==> src/rtl/axi_master_bridge_pkg.sv <==
// Purpose: AXI4 constants, bridge FSM state codes and the request legality check.
// Latency: none, declarations and a pure function only.
// Backpressure: not applicable.
package axi_master_bridge_pkg;

  localparam int ADDR_W = 32;
  localparam int DATA_W = 64;
  localparam int ID_W   = 4;
  localparam int LEN_W  = 8;

  localparam logic [1:0] BURST_INCR  = 2'b01;
  localparam logic [1:0] RESP_OKAY   = 2'b00;
  localparam logic [1:0] RESP_EXOKAY = 2'b01;
  localparam logic [1:0] RESP_SLVERR = 2'b10;
  localparam logic [1:0] RESP_DECERR = 2'b11;

  // State codes are plain constants so older tooling and netlist dumps stay readable.
  typedef logic [2:0] state_t;
  localparam state_t ST_IDLE = 3'd0;
  localparam state_t ST_AR   = 3'd1;
  localparam state_t ST_R    = 3'd2;
  localparam state_t ST_AW   = 3'd3;
  localparam state_t ST_W    = 3'd4;
  localparam state_t ST_B    = 3'd5;
  localparam state_t ST_ERR  = 3'd6;

  // A request is rejected when the beat is wider than the 64-bit bus or the
  // start address is not aligned to the beat size.
  function automatic logic req_bad(input logic [2:0] addr_lo, input logic [2:0] size);
    case (size)
      3'd0:    req_bad = 1'b0;
      3'd1:    req_bad = addr_lo[0];
      3'd2:    req_bad = |addr_lo[1:0];
      3'd3:    req_bad = |addr_lo;
      default: req_bad = 1'b1;
    endcase
  endfunction

endpackage

==> src/rtl/axi_master_bridge_if.sv <==
// Purpose: AXI4 five-channel bundle between the bridge (master) and memory or crossbar (slave).
// Latency: none, wires only.
// Backpressure: standard AXI valid/ready on every channel.
interface axi_master_bridge_if;
  import axi_master_bridge_pkg::*;

  logic [ADDR_W-1:0] araddr;
  logic [LEN_W-1:0]  arlen;
  logic [2:0]        arsize;
  logic [1:0]        arburst;
  logic [ID_W-1:0]   arid;
  logic [1:0]        arlock;
  logic [3:0]        arcache;
  logic [2:0]        arprot;
  logic              arvalid;
  logic              arready;

  logic [ID_W-1:0]   rid;
  logic [DATA_W-1:0] rdata;
  logic [1:0]        rresp;
  logic              rlast;
  logic              rvalid;
  logic              rready;

  logic [ADDR_W-1:0] awaddr;
  logic [LEN_W-1:0]  awlen;
  logic [2:0]        awsize;
  logic [1:0]        awburst;
  logic [ID_W-1:0]   awid;
  logic [1:0]        awlock;
  logic [3:0]        awcache;
  logic [2:0]        awprot;
  logic              awvalid;
  logic              awready;

  logic [ID_W-1:0]   wid;
  logic [DATA_W-1:0] wdata;
  logic [7:0]        wstrb;
  logic              wlast;
  logic              wvalid;
  logic              wready;

  logic [ID_W-1:0]   bid;
  logic [1:0]        bresp;
  logic              bvalid;
  logic              bready;

  modport master (
    output araddr, arlen, arsize, arburst, arid, arlock, arcache, arprot, arvalid,
    input  arready,
    input  rid, rdata, rresp, rlast, rvalid,
    output rready,
    output awaddr, awlen, awsize, awburst, awid, awlock, awcache, awprot, awvalid,
    input  awready,
    output wid, wdata, wstrb, wlast, wvalid,
    input  wready,
    input  bid, bresp, bvalid,
    output bready
  );

  modport slave (
    input  araddr, arlen, arsize, arburst, arid, arlock, arcache, arprot, arvalid,
    output arready,
    output rid, rdata, rresp, rlast, rvalid,
    input  rready,
    input  awaddr, awlen, awsize, awburst, awid, awlock, awcache, awprot, awvalid,
    output awready,
    input  wid, wdata, wstrb, wlast, wvalid,
    output wready,
    output bid, bresp, bvalid,
    input  bready
  );

endinterface

==> src/rtl/axi_master_bridge.sv <==
// Purpose: turns one core memory request at a time into a single AXI4 INCR burst.
// Latency: read beats and the write response reach rsp_* one cycle after the bus beat.
// Backpressure: req_ready only in IDLE; write data passes straight through to wvalid/wready.
module axi_master_bridge
  import axi_master_bridge_pkg::*;
#(
  parameter logic [ID_W-1:0] AXI_ID = 4'd0
) (
  input  logic              aclk,
  input  logic              aresetn,

  input  logic              req_valid,
  output logic              req_ready,
  input  logic              req_wen,
  input  logic [ADDR_W-1:0] req_addr,
  input  logic [LEN_W-1:0]  req_len,
  input  logic [2:0]        req_size,

  input  logic              wd_valid,
  output logic              wd_ready,
  input  logic [DATA_W-1:0] wd_data,
  input  logic [7:0]        wd_strb,

  output logic              rsp_valid,
  output logic              rsp_last,
  output logic              rsp_err,
  output logic [DATA_W-1:0] rsp_data,

  axi_master_bridge_if.master axi
);

  state_t            state;
  logic [ADDR_W-1:0] addr_q;
  logic [LEN_W-1:0]  len_q;
  logic [2:0]        size_q;
  logic [LEN_W-1:0]  cnt;
  logic              err_q;

  logic len_hit;
  logic r_last_beat;
  logic r_err_nxt;
  logic w_fire;

  assign len_hit     = (cnt == len_q);
  // The burst ends on whichever comes first: the slave's rlast or our own count.
  assign r_last_beat = axi.rlast | len_hit;
  assign r_err_nxt   = err_q
                     | (axi.rresp != RESP_OKAY)
                     | (axi.rid != AXI_ID)
                     | (axi.rlast != len_hit);
  assign w_fire      = axi.wvalid & axi.wready;

  assign req_ready   = (state == ST_IDLE);

  assign axi.araddr  = addr_q;
  assign axi.arlen   = len_q;
  assign axi.arsize  = size_q;
  assign axi.arburst = BURST_INCR;
  assign axi.arid    = AXI_ID;
  assign axi.arlock  = 2'b00;
  assign axi.arcache = 4'b0000;
  assign axi.arprot  = 3'b000;
  assign axi.arvalid = (state == ST_AR);
  assign axi.rready  = (state == ST_R);

  assign axi.awaddr  = addr_q;
  assign axi.awlen   = len_q;
  assign axi.awsize  = size_q;
  assign axi.awburst = BURST_INCR;
  assign axi.awid    = AXI_ID;
  assign axi.awlock  = 2'b00;
  assign axi.awcache = 4'b0000;
  assign axi.awprot  = 3'b000;
  assign axi.awvalid = (state == ST_AW);

  // Write data is a pure pass-through gated by the W state, so no beat can leave before AW.
  assign axi.wid     = AXI_ID;
  assign axi.wdata   = wd_data;
  assign axi.wstrb   = wd_strb;
  assign axi.wlast   = len_hit;
  assign axi.wvalid  = (state == ST_W) & wd_valid;
  assign wd_ready    = (state == ST_W) & axi.wready;
  assign axi.bready  = (state == ST_B);

  // Request latch, FSM, beat counter, sticky error and the registered response port.
  always_ff @(posedge aclk) begin
    if (!aresetn) begin
      state     <= ST_IDLE;
      addr_q    <= '0;
      len_q     <= '0;
      size_q    <= '0;
      cnt       <= '0;
      err_q     <= 1'b0;
      rsp_valid <= 1'b0;
      rsp_last  <= 1'b0;
      rsp_err   <= 1'b0;
      rsp_data  <= '0;
    end else begin
      rsp_valid <= 1'b0;
      rsp_last  <= 1'b0;
      rsp_err   <= 1'b0;
      rsp_data  <= '0;
      case (state)
        ST_IDLE: begin
          if (req_valid) begin
            addr_q <= req_addr;
            len_q  <= req_len;
            size_q <= req_size;
            err_q  <= 1'b0;
            if (req_bad(req_addr[2:0], req_size)) state <= ST_ERR;
            else if (req_wen)                     state <= ST_AW;
            else                                  state <= ST_AR;
          end
        end
        ST_ERR: begin
          rsp_valid <= 1'b1;
          rsp_last  <= 1'b1;
          rsp_err   <= 1'b1;
          state     <= ST_IDLE;
        end
        ST_AR: begin
          if (axi.arready) begin
            cnt   <= '0;
            state <= ST_R;
          end
        end
        ST_R: begin
          if (axi.rvalid) begin
            rsp_valid <= 1'b1;
            rsp_data  <= axi.rdata;
            rsp_last  <= r_last_beat;
            rsp_err   <= r_last_beat & r_err_nxt;
            err_q     <= r_err_nxt;
            cnt       <= cnt + 1'b1;
            if (r_last_beat) state <= ST_IDLE;
          end
        end
        ST_AW: begin
          if (axi.awready) begin
            cnt   <= '0;
            state <= ST_W;
          end
        end
        ST_W: begin
          if (w_fire) begin
            cnt <= cnt + 1'b1;
            if (len_hit) state <= ST_B;
          end
        end
        ST_B: begin
          if (axi.bvalid) begin
            rsp_valid <= 1'b1;
            rsp_last  <= 1'b1;
            rsp_err   <= (axi.bresp != RESP_OKAY) | (axi.bid != AXI_ID);
            state     <= ST_IDLE;
          end
        end
        default: state <= ST_IDLE;
      endcase
    end
  end

endmodule

==> src/flat_wrapper.sv <==
// flat-port wrapper written by rule: the top's interface ports become plain ports
module axi_master_bridge_flat import axi_master_bridge_pkg::*;
#(
  parameter logic [ID_W-1:0] AXI_ID = 4'd0
)
  (aclk, aresetn, req_valid, req_ready, req_wen, req_addr, req_len, req_size, wd_valid, wd_ready, wd_data, wd_strb, rsp_valid, rsp_last, rsp_err, rsp_data, axi_araddr, axi_arlen, axi_arsize, axi_arburst, axi_arid, axi_arlock, axi_arcache, axi_arprot, axi_arvalid, axi_arready, axi_rid, axi_rdata, axi_rresp, axi_rlast, axi_rvalid, axi_rready, axi_awaddr, axi_awlen, axi_awsize, axi_awburst, axi_awid, axi_awlock, axi_awcache, axi_awprot, axi_awvalid, axi_awready, axi_wid, axi_wdata, axi_wstrb, axi_wlast, axi_wvalid, axi_wready, axi_bid, axi_bresp, axi_bvalid, axi_bready);
  axi_master_bridge_if axi_i ();
  input  logic aclk;
  input  logic aresetn;
  input  logic req_valid;
  output logic req_ready;
  input  logic req_wen;
  input  logic [ADDR_W-1:0] req_addr;
  input  logic [LEN_W-1:0] req_len;
  input  logic [2:0] req_size;
  input  logic wd_valid;
  output logic wd_ready;
  input  logic [DATA_W-1:0] wd_data;
  input  logic [7:0] wd_strb;
  output logic rsp_valid;
  output logic rsp_last;
  output logic rsp_err;
  output logic [DATA_W-1:0] rsp_data;
  output wire logic [$bits(axi_i.araddr)-1:0] axi_araddr;
  output wire logic [$bits(axi_i.arlen)-1:0] axi_arlen;
  output wire logic [$bits(axi_i.arsize)-1:0] axi_arsize;
  output wire logic [$bits(axi_i.arburst)-1:0] axi_arburst;
  output wire logic [$bits(axi_i.arid)-1:0] axi_arid;
  output wire logic [$bits(axi_i.arlock)-1:0] axi_arlock;
  output wire logic [$bits(axi_i.arcache)-1:0] axi_arcache;
  output wire logic [$bits(axi_i.arprot)-1:0] axi_arprot;
  output wire logic [$bits(axi_i.arvalid)-1:0] axi_arvalid;
  input wire logic [$bits(axi_i.arready)-1:0] axi_arready;
  input wire logic [$bits(axi_i.rid)-1:0] axi_rid;
  input wire logic [$bits(axi_i.rdata)-1:0] axi_rdata;
  input wire logic [$bits(axi_i.rresp)-1:0] axi_rresp;
  input wire logic [$bits(axi_i.rlast)-1:0] axi_rlast;
  input wire logic [$bits(axi_i.rvalid)-1:0] axi_rvalid;
  output wire logic [$bits(axi_i.rready)-1:0] axi_rready;
  output wire logic [$bits(axi_i.awaddr)-1:0] axi_awaddr;
  output wire logic [$bits(axi_i.awlen)-1:0] axi_awlen;
  output wire logic [$bits(axi_i.awsize)-1:0] axi_awsize;
  output wire logic [$bits(axi_i.awburst)-1:0] axi_awburst;
  output wire logic [$bits(axi_i.awid)-1:0] axi_awid;
  output wire logic [$bits(axi_i.awlock)-1:0] axi_awlock;
  output wire logic [$bits(axi_i.awcache)-1:0] axi_awcache;
  output wire logic [$bits(axi_i.awprot)-1:0] axi_awprot;
  output wire logic [$bits(axi_i.awvalid)-1:0] axi_awvalid;
  input wire logic [$bits(axi_i.awready)-1:0] axi_awready;
  output wire logic [$bits(axi_i.wid)-1:0] axi_wid;
  output wire logic [$bits(axi_i.wdata)-1:0] axi_wdata;
  output wire logic [$bits(axi_i.wstrb)-1:0] axi_wstrb;
  output wire logic [$bits(axi_i.wlast)-1:0] axi_wlast;
  output wire logic [$bits(axi_i.wvalid)-1:0] axi_wvalid;
  input wire logic [$bits(axi_i.wready)-1:0] axi_wready;
  input wire logic [$bits(axi_i.bid)-1:0] axi_bid;
  input wire logic [$bits(axi_i.bresp)-1:0] axi_bresp;
  input wire logic [$bits(axi_i.bvalid)-1:0] axi_bvalid;
  output wire logic [$bits(axi_i.bready)-1:0] axi_bready;
  assign axi_araddr = axi_i.araddr;
  assign axi_arlen = axi_i.arlen;
  assign axi_arsize = axi_i.arsize;
  assign axi_arburst = axi_i.arburst;
  assign axi_arid = axi_i.arid;
  assign axi_arlock = axi_i.arlock;
  assign axi_arcache = axi_i.arcache;
  assign axi_arprot = axi_i.arprot;
  assign axi_arvalid = axi_i.arvalid;
  assign axi_i.arready = axi_arready;
  assign axi_i.rid = axi_rid;
  assign axi_i.rdata = axi_rdata;
  assign axi_i.rresp = axi_rresp;
  assign axi_i.rlast = axi_rlast;
  assign axi_i.rvalid = axi_rvalid;
  assign axi_rready = axi_i.rready;
  assign axi_awaddr = axi_i.awaddr;
  assign axi_awlen = axi_i.awlen;
  assign axi_awsize = axi_i.awsize;
  assign axi_awburst = axi_i.awburst;
  assign axi_awid = axi_i.awid;
  assign axi_awlock = axi_i.awlock;
  assign axi_awcache = axi_i.awcache;
  assign axi_awprot = axi_i.awprot;
  assign axi_awvalid = axi_i.awvalid;
  assign axi_i.awready = axi_awready;
  assign axi_wid = axi_i.wid;
  assign axi_wdata = axi_i.wdata;
  assign axi_wstrb = axi_i.wstrb;
  assign axi_wlast = axi_i.wlast;
  assign axi_wvalid = axi_i.wvalid;
  assign axi_i.wready = axi_wready;
  assign axi_i.bid = axi_bid;
  assign axi_i.bresp = axi_bresp;
  assign axi_i.bvalid = axi_bvalid;
  assign axi_bready = axi_i.bready;
  axi_master_bridge #(.AXI_ID(AXI_ID)) u_core (.aclk(aclk), .aresetn(aresetn), .req_valid(req_valid), .req_ready(req_ready), .req_wen(req_wen), .req_addr(req_addr), .req_len(req_len), .req_size(req_size), .wd_valid(wd_valid), .wd_ready(wd_ready), .wd_data(wd_data), .wd_strb(wd_strb), .rsp_valid(rsp_valid), .rsp_last(rsp_last), .rsp_err(rsp_err), .rsp_data(rsp_data), .axi(axi_i));
endmodule
==> config.mk <==
export PLATFORM = sky130hd
export DESIGN_NAME = axi_master_bridge_flat
export DESIGN_NICKNAME = d
export VERILOG_FILES = /design/src/rtl/axi_master_bridge_pkg.sv /design/src/rtl/axi_master_bridge_if.sv /design/src/rtl/axi_master_bridge.sv /design/src/flat_wrapper.sv
export SDC_FILE = /design/constraint.sdc
export NUM_CORES = 1
export LEC_CHECK = 0
export CAP_MARGIN = 20
export CORE_AREA = 4 4 178 180
export CTS_CLUSTER_DIAMETER = 50
export DETAILED_ROUTE_END_ITERATION = 16
export DIE_AREA = 0 0 182 184
export PLACE_DENSITY = 0.49
export RECOVER_POWER = 25
export SYNTH_ARGS = -nofsm -noshare
export SYNTH_HDL_FRONTEND = slang
export SYNTH_SLANG_ARGS = --single-unit
==> constraint.sdc <==
create_clock -name aclk -period 3.45 [get_ports aclk]
set_input_delay 0.8625 -clock aclk [delete_from_list [all_inputs] [get_ports aclk]]
set_output_delay 0.8625 -clock aclk [all_outputs]
set_load 0.01 [all_outputs]
Yosys cells after proc, flatten, opt, wreduce, memory -nomap -nowiden
Index checks and enable logic that the tools add are counted.

operators by class
  add/sub/neg operators = 1
  equal/unequal tests = 19
  mux-type cells = 31
  bitwise logic cells = 9
  reductions and logical operators = 15

operator list
  kind                 count
  $mux 8               4
  $pmux 8 s4           1
  $mux 3               9
  $pmux 3 s6           1
  $eq 3x2->1 const B   4
  $reduce_bool 4->1    3
  $mux 1               10
  $ne 2x1->1 const B   5
  $eq 3x3->1 const B   3
  $pmux 1 s3           3
  $add 8x1->8 const B  1
  $eq 8x8->1           1
  $reduce_and 8->1     1
  $eq 3x1->1 const B   2
  $logic_not 3->1      2
  $ne 2x2->1 const B   3
  $reduce_and 3->1     2
  $reduce_bool 2->1    3
  $or 1x1->1           5
  $reduce_and 5->1     1
  $and 1x1->1          4
  $pmux 1 s4           1
  $reduce_or 3->1      1
  $mux 2               1
  other kinds (4)      4

storage, ports and cells
  register bits after elaboration = 122
  bits of input ports = 202
  logic and storage cells = 85

Longest topological paths before layout
  word-level depth = 8
  depth in mapped cells = 8

Worst setup path after synthesis
OpenSTA, ideal clock, no wires.

  kind = input -> output
  start point = in wd_valid
  end point = out axi_wvalid
  arrival time = 1113 ps
  required time = 2588 ps
  setup slack = 1475 ps
  stages on the path = 1
  buffers on the path = 0
  cells stage by stage = and4bb_2

on the way
  cells in the longest elaborated chain, start to end = 1

RTL lines
  what             RTL line                 source
  start, declared  flat_wrapper.sv:16       input logic wd_valid;
  $and 1x1->1      axi_master_bridge.sv:81  assign axi.wvalid = (state == ST_W) & wd_valid;
  end, declared    flat_wrapper.sv:54       output wire logic [$bits(axi_i.wvalid)-1:0] axi_wvalid;

No other way between the ends.

Worst setup path in the final report
  start point = reg u_core.cnt[3]
  end point = out axi_wlast

on the way
  cells in the longest elaborated chain, start to end = 1

RTL lines
  what                    RTL line                  source
  start, declared         axi_master_bridge.sv:36   logic [LEN_W-1:0] cnt;
  start signal, assigned  axi_master_bridge.sv:134  cnt <= cnt + 1'b1;
  start signal, assigned  axi_master_bridge.sv:146  cnt <= cnt + 1'b1;
  $eq 8x8->1              axi_master_bridge.sv:44   assign len_hit = (cnt == len_q);
  end, declared           flat_wrapper.sv:53        output wire logic [$bits(axi_i.wlast)-1:0] axi_wlast;

No other way between the ends.

==> results.md <==
- Final wirelength: 23000 um
- Reg-to-Reg Start: u_core.cnt[3]
- Worst hold path startpoint: u_core.axi.araddr[28]
- Post-CTS setup buffer count: 0
- Antenna diode count: 0
- Final Hold Fails: 0
- Core Box Area: 0.0302 mm2
- Worst setup path category: reg -> out
- Main combinational cell family by area after synthesis: buffers and inverters
- Slew Limit Headroom: 0.223
- Antenna Nets Post-Route: 0
- Vias in the first global route: 4684
- Slew Viols, Final: 0
- Seq/Total Area, Yosys: 0.450
- Initial antenna violation count: 0
- Final net count: 993
- Vias: 4598
- Most frequent cells in the layout: clkdlybuf4s50_1 (287), dfxtp_1 (122), nand2_1 (100)
- Worst-path clk slew: 0.07 ns
- Xor/xnor share of the synthesized area: 0.0129
- Yosys reg bits: 122
- Vias per cell: 3.84
- Detailed placement HPWL: 17900 um
- Avg WL per Cell: 19.2 um
- Fraction of registers with async set or reset after synthesis: 0
- Mux cell area share after synthesis: 0.00553
- # DRC: 0
- DIE AREA: 0.0335 mm2
- Insertion delay to the later sink of the worst-skew pair: 0.41 ns
- Most common cell after layout, fill and taps aside: clkdlybuf4s50_1
- Cell-internal power: 0.00335 W
- DR iter-0 viols: 152
- Top_reg_cell synth: dfxtp_1
- Gpl congestion: 0.818
- TritonCTS clock tree: done
- Setup TNS: 0 ns
- Met1 Use GR: 0.138
- Post-synthesis adder-cell area fraction: 0.00461
- Post_cts resized: 0
- Chip Height: 184 um
- Crit. End Element: output port
- TritonCTS Buffers: 17
- Rows: 64
- Initial Util: 0.180
- CTS root buffer: clkbuf_16
- Final setup vio count: 0
- Avg Inst Size Synth: 8.74 um2
- Top cells by area, synth: dfxtp_1 (45%), buf_4 (21%), and3_1 (7.4%), nand2_1 (6.9%), a21oi_1 (5.1%)
- Synth Instances: 621
- I/O Buffers: 290
- Final WS setup: 0.244 ns
- Place WS: 0.392 ns
- CP max FO: 6
- Remaining Overflow, GRT: 0
- Dominant cell type by area after synthesis: dfxtp_1
- Measured slew at the worst slew-check pin: 1.16 ns
- CTS max path bufs: 2
- PD cells: 617 mW/mm2
- P&R area growth vs syn: 53.5%
- GR Util met3: 0.0594
- Sw Share: 0.348
- Worst r2r dst: u_core.state[2]
- Tot GR Track Use: 0.129
- VDD IR-drop max: 302 uV
- Min Tclk post-route: 3.21 ns
- Arr. time, crit path: 2.34 ns
- Comb pwr share: 0.318
- WP data required: 2.59 ns
- Max_cap viols: 0
- Max Clk Rate: 312 MHz
- Unrepaired setup endpoints after global routing: no
- Tcrit/Tclk final: 0.929
- DR pass1 iterations: 4
- H-tree depth: 4
- Clock sinks: 122
- EDFF count, synth: 0
- Share of layout cells above drive strength 1: 0.0611
- Post-CTS Hold Fix Bufs: 0
- Most Used Layer, Global Route: met2
- Clock power share: 0.348
- Synth Cell Area: 0.00543 mm2
- First-pass GRT wire length: 32000 um
- GR Util met2: 0.227
- Flop pwr share: 0.334
- Startpoint Class: flip-flop
- Simple-gate share of the synthesized area: 0.202
- Leakage: 3.32 nW
- Area share of the largest cell type after synthesis: 0.450
- # IOs: 469
- Status: complete, no violations
- Worst hold path depth: 2
- Hold crit path type: reg -> reg
- NetSw: 0.00179 W
- Setup Skew: 0.0135 ns
- Compound-gate portion of the synthesized area: 0.0857
- Distinct cells, synth: 41
- Worst Hold Path EP: u_core.axi.araddr[28]
- R2R depth: 8
- Die width: 182 um
- FF-to-FF setup slack: 0.99 ns
- Ys Warns: 0
- Largest net degree at the start of global routing: 68
## state kept, by name (all words and copies together) (netlist names)
signal and count:
u_core.rsp_err 1, u_core.rsp_last 1, u_core.rsp_valid 1, u_core.cnt 8, u_core.state 3, u_core.axi.araddr 32
u_core.axi.arlen 8, u_core.axi.arsize 3, u_core.rsp_data 64, u_core.err_q 1
## how the worst max path moves through the flow
stage | from | to | slack, ns | cells past startpoint
3_3_place_gp | wd_valid | axi_wvalid | 0.39 | 3
3_5_place_dp | wd_valid | axi_wvalid | 0.39 | 3
4_1_cts | u_core.cnt[3] | axi_wlast | 0.18 | 5
5_1_grt | u_core.cnt[3] | axi_wlast | 0.07 | 5
2_1_floorplan | wd_valid | axi_wvalid | 1.47 | 1
6_report | u_core.cnt[3] | axi_wlast | 0.24 | 5
## power groups by stage
stage / Combinational (W) / Sequential [W] / Clock [W]
6_report: 0.00163 / 0.00172 / 0.00179
5_1_grt: 0.00177 / 0.00175 / 0.00193
3_5_place_dp: 0.00167 / 0.00175 / 0
4_1_cts: 0.00167 / 0.00172 / 0.00188
3_3_place_gp: 0.00167 / 0.00174 / 0
2_1_floorplan: 0.000911 / 0.00177 / 0
## through the flow
| stage | utilization | std cells | hold slack, ns | area (um2) | power (W) |
|---|---|---|---|---|---|
| 6_report | 0.276 | 1198 | 0.473 | 8330 | 0.00514 |
| 4_1_cts | 0.276 | 1198 | 0.479 | 8340 | 0.00527 |
| 2_1_floorplan | - | 653 | 0.454 | 5550 | 0.00268 |
| 3_5_place_dp | 0.257 | 1166 | 0.468 | 7770 | 0.00342 |
| 3_3_place_gp | 0.257 | 1166 | 0.458 | 7770 | 0.00341 |
| 5_1_grt | 0.276 | 1198 | 0.497 | 8330 | 0.00545 |
## metal layers
layer | routed length [um] | share of wire
met5 | 25 | 0.0011
met4 | 538 | 0.023
met2 | 11400 | 0.49
met3 | 2480 | 0.11
met1 | 8590 | 0.37
## worst max-delay path: stages, from the launching register on
cell and delay (ns):
dfxtp_1 0.36, xor2_1 0.18, nor4_1 0.51, nand2_1 0.25, inv_1 0.11, clkdlybuf4s50_1 0.54
## layout make-up
class                           instances  area [um2]
Multi-Input combinational cell        340        1820
Fill cell                            3235       21900
Clock buffer                           17         425
Inverter                                8        30.0
Tap cell                              396         495
Clock inverter                         15         149
Sequential cell                       122        2440
Timing Repair Buffer                  300        2970
## Yosys cell counts (4+ instances only)
master and number:
nor2_1 6, inv_1 8, nand3_1 4, and2_1 4, buf_4 149, nand2_1 100
nor4_1 5, o31ai_1 5, a21oi_1 55, nand2b_1 5, dfxtp_1 122, or4_1 4
xor2_1 8, o21ai_0 7, clkbuf_1 29, and3_1 64, or3_1 4
## cell families after synthesis
kind of cell,count (synthesis)
XOR/XNOR,8
flip-flops,122
AND/OR/NAND/NOR,212
buffers and inverters,191
AO/OA/AOI/OAI,81
other,2
multiplexers,3
adder cells (fa/ha/maj),2
(Power assumes the default switching activity.)
